[src/rtl/vga_timing_ctrl_pkg.sv]
// Shared types and constants for the VGA timing controller: axis timing record,
// 640x480@60 defaults and the timing legality rule.
package vga_timing_ctrl_pkg;

    localparam int VGA_CNT_W  = 11;
    localparam int VGA_AXIS_W = 4 * VGA_CNT_W;

    typedef logic [VGA_CNT_W-1:0] vga_cnt_t;

    // Field order matches the cfg bus layout, active in the MSBs.
    typedef struct packed {
        vga_cnt_t active;
        vga_cnt_t sync_start;
        vga_cnt_t sync_end;
        vga_cnt_t total;
    } vga_axis_t;

    typedef enum logic {
        SHD_EMPTY = 1'b0,
        SHD_FULL  = 1'b1
    } shd_state_t;

    localparam int VGA_H_ACTIVE     = 640;
    localparam int VGA_H_SYNC_START = 656;
    localparam int VGA_H_SYNC_END   = 752;
    localparam int VGA_H_TOTAL      = 800;
    localparam int VGA_V_ACTIVE     = 480;
    localparam int VGA_V_SYNC_START = 490;
    localparam int VGA_V_SYNC_END   = 492;
    localparam int VGA_V_TOTAL      = 525;

    function automatic logic vga_axis_legal(input vga_axis_t t);
        return (t.active >= vga_cnt_t'(1))
            && (t.active <= t.sync_start)
            && (t.sync_start < t.sync_end)
            && (t.sync_end <= t.total)
            && (t.total >= vga_cnt_t'(2));
    endfunction

endpackage

[src/rtl/vga_axis_timer.sv]
// One timing axis: counter with programmable wrap plus sync-window and
// active-region decode of the current count.
module vga_axis_timer
    import vga_timing_ctrl_pkg::*;
(
    input  logic                  clk,
    input  logic                  rst_n,
    input  logic                  en,
    input  logic                  step,
    input  logic [VGA_AXIS_W-1:0] timing,
    output logic [VGA_CNT_W-1:0]  cnt,
    output logic                  wrap,
    output logic                  in_sync,
    output logic                  in_active
);

    vga_axis_t t;
    vga_cnt_t  cnt_q;
    vga_cnt_t  cnt_d;
    logic      last;

    assign t    = vga_axis_t'(timing);
    assign last = (cnt_q == t.total - vga_cnt_t'(1));
    assign wrap = en && step && last;

    always_comb begin
        cnt_d = cnt_q;
        if (!en) begin
            cnt_d = '0;
        end else if (step) begin
            cnt_d = last ? '0 : cnt_q + vga_cnt_t'(1);
        end
    end

    always_ff @(posedge clk or negedge rst_n) begin
        if (!rst_n) begin
            cnt_q <= '0;
        end else begin
            cnt_q <= cnt_d;
        end
    end

    assign cnt       = cnt_q;
    assign in_sync   = (cnt_q >= t.sync_start) && (cnt_q < t.sync_end);
    assign in_active = (cnt_q < t.active);

endmodule

[src/rtl/vga_timing_ctrl.sv]
// VGA timing controller: h/v pixel counters, registered sync/de decode, and a
// shadowed timing set that only switches on a frame boundary or while stopped.
module vga_timing_ctrl
    import vga_timing_ctrl_pkg::*;
#(
    parameter int H_ACTIVE     = VGA_H_ACTIVE,
    parameter int H_SYNC_START = VGA_H_SYNC_START,
    parameter int H_SYNC_END   = VGA_H_SYNC_END,
    parameter int H_TOTAL      = VGA_H_TOTAL,
    parameter int V_ACTIVE     = VGA_V_ACTIVE,
    parameter int V_SYNC_START = VGA_V_SYNC_START,
    parameter int V_SYNC_END   = VGA_V_SYNC_END,
    parameter int V_TOTAL      = VGA_V_TOTAL,
    parameter bit SYNC_POL     = 1'b0
) (
    input  logic                  clk,
    input  logic                  rst_n,
    input  logic                  en,
    input  logic                  cfg_valid,
    output logic                  cfg_ready,
    input  logic [VGA_AXIS_W-1:0] cfg_h,
    input  logic [VGA_AXIS_W-1:0] cfg_v,
    output logic                  cfg_err,
    output logic                  hsync,
    output logic                  vsync,
    output logic                  de,
    output logic [VGA_CNT_W-1:0]  pix_x,
    output logic [VGA_CNT_W-1:0]  pix_y,
    output logic                  frame_start
);

    localparam vga_axis_t H_RST = '{
        active:     vga_cnt_t'(H_ACTIVE),
        sync_start: vga_cnt_t'(H_SYNC_START),
        sync_end:   vga_cnt_t'(H_SYNC_END),
        total:      vga_cnt_t'(H_TOTAL)
    };
    localparam vga_axis_t V_RST = '{
        active:     vga_cnt_t'(V_ACTIVE),
        sync_start: vga_cnt_t'(V_SYNC_START),
        sync_end:   vga_cnt_t'(V_SYNC_END),
        total:      vga_cnt_t'(V_TOTAL)
    };

    vga_axis_t  live_h, live_v;
    vga_axis_t  shd_h, shd_v;
    shd_state_t shd_state, shd_state_d;

    logic       cfg_ok, cfg_accept;
    logic       apply_edge, load_shd, load_live;

    vga_cnt_t   h_cnt, v_cnt;
    logic       h_wrap, v_wrap;
    logic       h_sync, v_sync;
    logic       h_act, v_act;

    vga_axis_timer u_h_timer (
        .clk       (clk),
        .rst_n     (rst_n),
        .en        (en),
        .step      (1'b1),
        .timing    (live_h),
        .cnt       (h_cnt),
        .wrap      (h_wrap),
        .in_sync   (h_sync),
        .in_active (h_act)
    );

    vga_axis_timer u_v_timer (
        .clk       (clk),
        .rst_n     (rst_n),
        .en        (en),
        .step      (h_wrap),
        .timing    (live_v),
        .cnt       (v_cnt),
        .wrap      (v_wrap),
        .in_sync   (v_sync),
        .in_active (v_act)
    );

    // v_wrap only fires on the last pixel of the frame (h and v both at total-1).
    assign cfg_ok     = vga_axis_legal(vga_axis_t'(cfg_h)) && vga_axis_legal(vga_axis_t'(cfg_v));
    assign cfg_ready  = (shd_state == SHD_EMPTY);
    assign cfg_accept = cfg_valid && cfg_ready;
    assign apply_edge = !en || v_wrap;

    // An accept can only happen while empty, so a same-edge apply sees the
    // empty shadow and the new set waits for the next boundary.
    always_comb begin
        shd_state_d = shd_state;
        load_shd    = 1'b0;
        load_live   = 1'b0;
        case (shd_state)
            SHD_EMPTY: begin
                if (cfg_accept && cfg_ok) begin
                    load_shd    = 1'b1;
                    shd_state_d = SHD_FULL;
                end
            end
            SHD_FULL: begin
                if (apply_edge) begin
                    load_live   = 1'b1;
                    shd_state_d = SHD_EMPTY;
                end
            end
            default: shd_state_d = SHD_EMPTY;
        endcase
    end

    always_ff @(posedge clk or negedge rst_n) begin
        if (!rst_n) begin
            shd_state <= SHD_EMPTY;
        end else begin
            shd_state <= shd_state_d;
        end
    end

    always_ff @(posedge clk or negedge rst_n) begin
        if (!rst_n) begin
            live_h  <= H_RST;
            live_v  <= V_RST;
            shd_h   <= '0;
            shd_v   <= '0;
            cfg_err <= 1'b0;
        end else begin
            cfg_err <= cfg_accept && !cfg_ok;
            if (load_live) begin
                live_h <= shd_h;
                live_v <= shd_v;
            end
            if (load_shd) begin
                shd_h <= vga_axis_t'(cfg_h);
                shd_v <= vga_axis_t'(cfg_v);
            end
        end
    end

    // Outputs describe the counter state of the previous cycle.
    always_ff @(posedge clk or negedge rst_n) begin
        if (!rst_n) begin
            hsync       <= ~SYNC_POL;
            vsync       <= ~SYNC_POL;
            de          <= 1'b0;
            pix_x       <= '0;
            pix_y       <= '0;
            frame_start <= 1'b0;
        end else begin
            hsync       <= (en && h_sync) ? SYNC_POL : ~SYNC_POL;
            vsync       <= (en && v_sync) ? SYNC_POL : ~SYNC_POL;
            de          <= en && h_act && v_act;
            pix_x       <= h_cnt;
            pix_y       <= v_cnt;
            frame_start <= en && (h_cnt == '0) && (v_cnt == '0);
        end
    end

endmodule

[config.mk]
export PLATFORM = sky130hd
export DESIGN_NAME = vga_timing_ctrl
export DESIGN_NICKNAME = d
export VERILOG_FILES = /design/src/rtl/vga_timing_ctrl_pkg.sv /design/src/rtl/vga_axis_timer.sv /design/src/rtl/vga_timing_ctrl.sv
export SDC_FILE = /design/constraint.sdc
export NUM_CORES = 1
export LEC_CHECK = 0
export CAP_MARGIN = 25
export CELL_PAD_IN_SITES_DETAIL_PLACEMENT = 0
export CELL_PAD_IN_SITES_GLOBAL_PLACEMENT = 1
export CORE_MARGIN = 2
export CORE_UTILIZATION = 30
export CTS_CLUSTER_SIZE = 10
export DETAILED_ROUTE_END_ITERATION = 10
export PLACE_DENSITY_LB_ADDON = 0.15
export SLEW_MARGIN = 40
export SYNTH_ARGS = -nofsm -noshare
export SYNTH_HDL_FRONTEND = slang
export SYNTH_HIERARCHICAL = 1
export SYNTH_SLANG_ARGS = --single-unit
[constraint.sdc]
create_clock -name clk -period 3.83 [get_ports clk]
set_clock_uncertainty 0.2 [all_clocks]
set_input_delay 0.766 -clock clk [delete_from_list [all_inputs] [get_ports clk]]
set_output_delay 0.766 -clock clk [all_outputs]
set_load 0.05 [all_outputs]
==> results.md, run 1 <==
- Fin. Hold Viols: 0
- CP Data Arrival Time: 3.79 ns
- Root buffer selected by CTS: sky130_fd_sc_hd__clkbuf_16
- Cell Count, Final, Fillers Out: roughly 1.9k
- Post-synthesis adder-cell area fraction: 12.7%
- Type of element capturing the critical path: flop
- Data required time at the worst endpoint: 4.05 ns
- Number of buffers on the longest clock path: 3
- Post-CTS setup buffers: 0
- Full die area: around 44000 µm²
- Most frequent cells in the layout: sky130_fd_sc_hd__dfrtp_1, sky130_fd_sc_hd__mux2_2, sky130_fd_sc_hd__inv_1
- Residual overflow from global routing: 0
- Clock latency reported for the late side of the worst-skew pair: 0.56 ns
- Synthesis-to-finish area growth: 28.5%
- Most common cell after layout, fill and taps aside: sky130_fd_sc_hd__dfrtp_1
- Xor and xnor fraction of the mapped netlist area: under 10%
- Transition time of the tightest slew-check pin: 0.518 ns
- Run status: complete, no violations
- Average size of a mapped cell: 11.3 µm²
- Static power due to leakage: just under 8 nW
- DRC violations left: 0
- Antenna violations before repair: 1
- Number of enable flip-flop cells after synthesis: 0
- Global placement routability congestion: around 0.79
- Pwr/cell area: 608 nW/µm²
- Layout cell share with drive strength beyond 1: 29.4%
- Effective utilization at floorplan: 30.4%
- Mux cell area share after synthesis: 15.8%
- Classification of the worst setup path: flop to flop
- # nets final: ~1.6k
- Number of optimization iterations in the first detailed-route pass: 6
- Clock tree sinks: 226
- Number of H-tree levels: 1
- Maximum number of pins on one net before global-route repair: 77
- Remaining antenna violation count: 0
- Power consumption: 0.00997 W
- Via-per-instance ratio: ~4.8
- Ys async rst share: 100%
- 1st-iter DRT viols: 356
- YS warnings: 6
- Maximum fanout encountered on the critical timing path: 32
- Final number of max-transition violations: 0
- Core outline area: 41900 µm²
- Standard-cell row count: 75
- Number of failing setup endpoints in the final timing report: 0
- Number of synthesized register bits: 226
- Distinct cell type count of the synthesized netlist: 73
- Maximum Capacitance Violations: 0
- Count of buffers inserted at the top-level ports: between 100 and 150
- Number of global-route vias before repair: 9520
- Largest family of logic cells by synthesized area: multiplexers
- Setup repair after global routing missed its margin: no
- Floorplan die width: 210 µm
- Sequential element share of the synthesized area: 44.7%
- Flip-flop cell with the highest count after synthesis: sky130_fd_sc_hd__dfrtp_1
- CTS tree: yes
- Detailed-placement wirelength estimate: 26900 µm
- Crit path time final: roughly 3.6 ns
- Launching element type of the critical path: flop
- DIE HEIGHT: 210 µm
- Synthesized cell area: 12800 µm²
- CTS clk-pin slew, worst paths: 0.06 ns
- Global-route wire length before repair: ~56000 µm
- Final Cycle Share: 93.2%
- Wire length per cell: 18.4 µm
- Total number of vias: 9185
- VDD IR max: 0.380 mV
- Share of synthesized cell area in and, or, nand and nor gates: 10.1%
- Wire length reported by the detailed router: 35500 µm
- Count of placed standard cells including taps: roughly 1.9k
- Utilization of the core after routing: 39.1%
- Number of buffers inserted during clock tree synthesis: 30
- # IOs: 120
- Gr usage total: between 10% and 20%
- Maximum operating frequency: 280 MHz
- Synthesized instance count: between 1k and 1.5k
- Type of the tightest min-delay check: flop to flop
- Normalized max-slew margin: 65.1%
- Complex-gate fraction of the synthesized area: 8.84%
-- per-layer routing --
metal  part of all wire [%]  GRT usage [%]  wire length [µm]
met1                     49           23.5             17500
met2                     46           26.9             16300
met3                    2.9           1.74              1030
met4                    1.9           3.35               665
met5                      0              0                 0
-- metrics by stage --
stage          TNS [ns]  instance area [µm²]  setup slack [ns]  hold slack (ns)
2_1_floorplan         0                12800            0.0140            0.241
3_3_place_gp     -23.33                15400            -0.292            0.283
3_5_place_dp     -25.72                15400            -0.321            0.289
4_1_cts               0                16400             0.173            0.297
5_1_grt               0                16400            0.0536            0.314
6_report              0                16400             0.259            0.287
-- worst max-delay path, cell delays in order (launching register included) --
cell and delay (ns):
sky130_fd_sc_hd__dfrtp_1 0.37, sky130_fd_sc_hd__inv_1 0.06, sky130_fd_sc_hd__ha_1 0.14, sky130_fd_sc_hd__or4b_4 0.48, sky130_fd_sc_hd__or4_1 0.52, sky130_fd_sc_hd__nand3_1 0.09, sky130_fd_sc_hd__o211ai_1 0.11, sky130_fd_sc_hd__nor4_1 0.23
sky130_fd_sc_hd__buf_4 0.18, sky130_fd_sc_hd__inv_1 0.05, sky130_fd_sc_hd__nor2_1 0.09, sky130_fd_sc_hd__and3_1 0.25, sky130_fd_sc_hd__o21ai_4 0.15, sky130_fd_sc_hd__buf_12 0.21, sky130_fd_sc_hd__mux2_2 0.29
-- where the power goes --
group / internal, W / leakage (nW) / switching (W)
clock network: 0.00158 / 0.465 / 0.00106
registers: 0.00344 / 2.86 / 0.000540
logic: 0.00182 / 4.54 / 0.00152
total: 0.00685 / 7.87 / 0.00312
-- area by class of cell --
type / instances / area, µm²
inverters: 143 / 537
clock inverters: 7 / 50.0
diodes: 2 / 5.00
multi-input cells: 731 / 6360
well taps: 539 / 674
repair buffers: 234 / 2170
flip-flops and latches: 226 / 5700
fillers: 4125 / 25500
clock buffers: 49 / 892
-- registers in the layout, summed over array words and instances, names as in the netlist, 11 cells and up --
name	flops
shd_v	44
u_h_timer/cnt	11
u_v_timer/cnt	11
shd_h	44
live_h	44
live_v	44
pix_x	11
pix_y	11
-- repair_timing --
item / in CTS / in global routing
hold buffers: 1 / 0
resized for setup: 0 / 1
hold endpoints to repair: 44 / 0
setup endpoints to repair: 0 / 24
-- cells by family (layout without fill, tap and decap cells) --
kind of cell / count (synthesis) / after routing
AND/OR/NAND/NOR: 233 / 233
flip-flops: 226 / 226
multiplexers: 176 / 176
buffers and inverters: 173 / 433
AO/OA/AOI/OAI: 160 / 160
adder cells (fa/ha/maj): 130 / 130
XOR/XNOR: 30 / 30
other: 1 / 4
-- synth_stat cells (6+ instances only) --
library cell / instances / area [µm²]
sky130_fd_sc_hd__inv_1: 143 / 537
sky130_fd_sc_hd__clkbuf_1: 12 / 45.0
sky130_fd_sc_hd__nand2b_1: 11 / 68.8
sky130_fd_sc_hd__nor2_1: 39 / 146
sky130_fd_sc_hd__o21ai_0: 21 / 105
sky130_fd_sc_hd__dfstp_2: 35 / 920
sky130_fd_sc_hd__o21ai_2: 15 / 131
sky130_fd_sc_hd__and3_1: 11 / 68.8
sky130_fd_sc_hd__or3_1: 6 / 37.5
sky130_fd_sc_hd__mux2_2: 167 / 1880
sky130_fd_sc_hd__nand3_1: 23 / 115
sky130_fd_sc_hd__ha_1: 130 / 1630
sky130_fd_sc_hd__buf_2: 9 / 45.0
sky130_fd_sc_hd__nor4_1: 21 / 131
sky130_fd_sc_hd__dfrtp_1: 191 / 4780
sky130_fd_sc_hd__nor3_1: 11 / 55.1
sky130_fd_sc_hd__nor2b_1: 12 / 75.1
sky130_fd_sc_hd__xnor2_1: 18 / 158
sky130_fd_sc_hd__a21oi_1: 39 / 195
sky130_fd_sc_hd__nand4_1: 23 / 144
sky130_fd_sc_hd__a21o_1: 24 / 180
sky130_fd_sc_hd__xor2_1: 11 / 96.3
sky130_fd_sc_hd__mux2_4: 9 / 135
sky130_fd_sc_hd__a211oi_1: 8 / 60.1
sky130_fd_sc_hd__nand2_1: 43 / 161
-- final timing paths --
check / depth (start not counted) / slack, ns / endpoint / start
min in group asynchronous: 2 / 0.55 / live_v[8] / rst_n
max in group asynchronous: 3 / 2.06 / live_v[25] / rst_n
hold / removal: 1 / 0.29 / live_v[20] / shd_v[20]
setup / recovery: 14 / 0.26 / live_h[1] / live_h[1]
hold reg to reg: 1 / 0.29 / live_v[20] / shd_v[20]
setup reg to reg: 14 / 0.26 / live_h[1] / live_h[1]
Note: power is estimated with default switching activity, not from simulation.
==> run 2: changes to the inputs <==
Settings changed: ABC_CLOCK_PERIOD_IN_PS set to 3830, SLEW_MARGIN 40 to 20, TNS_END_PERCENT set to 1.
==> results of run 2 <==
Same layout as run 1: the final DEF is identical, and so are final timing and power.
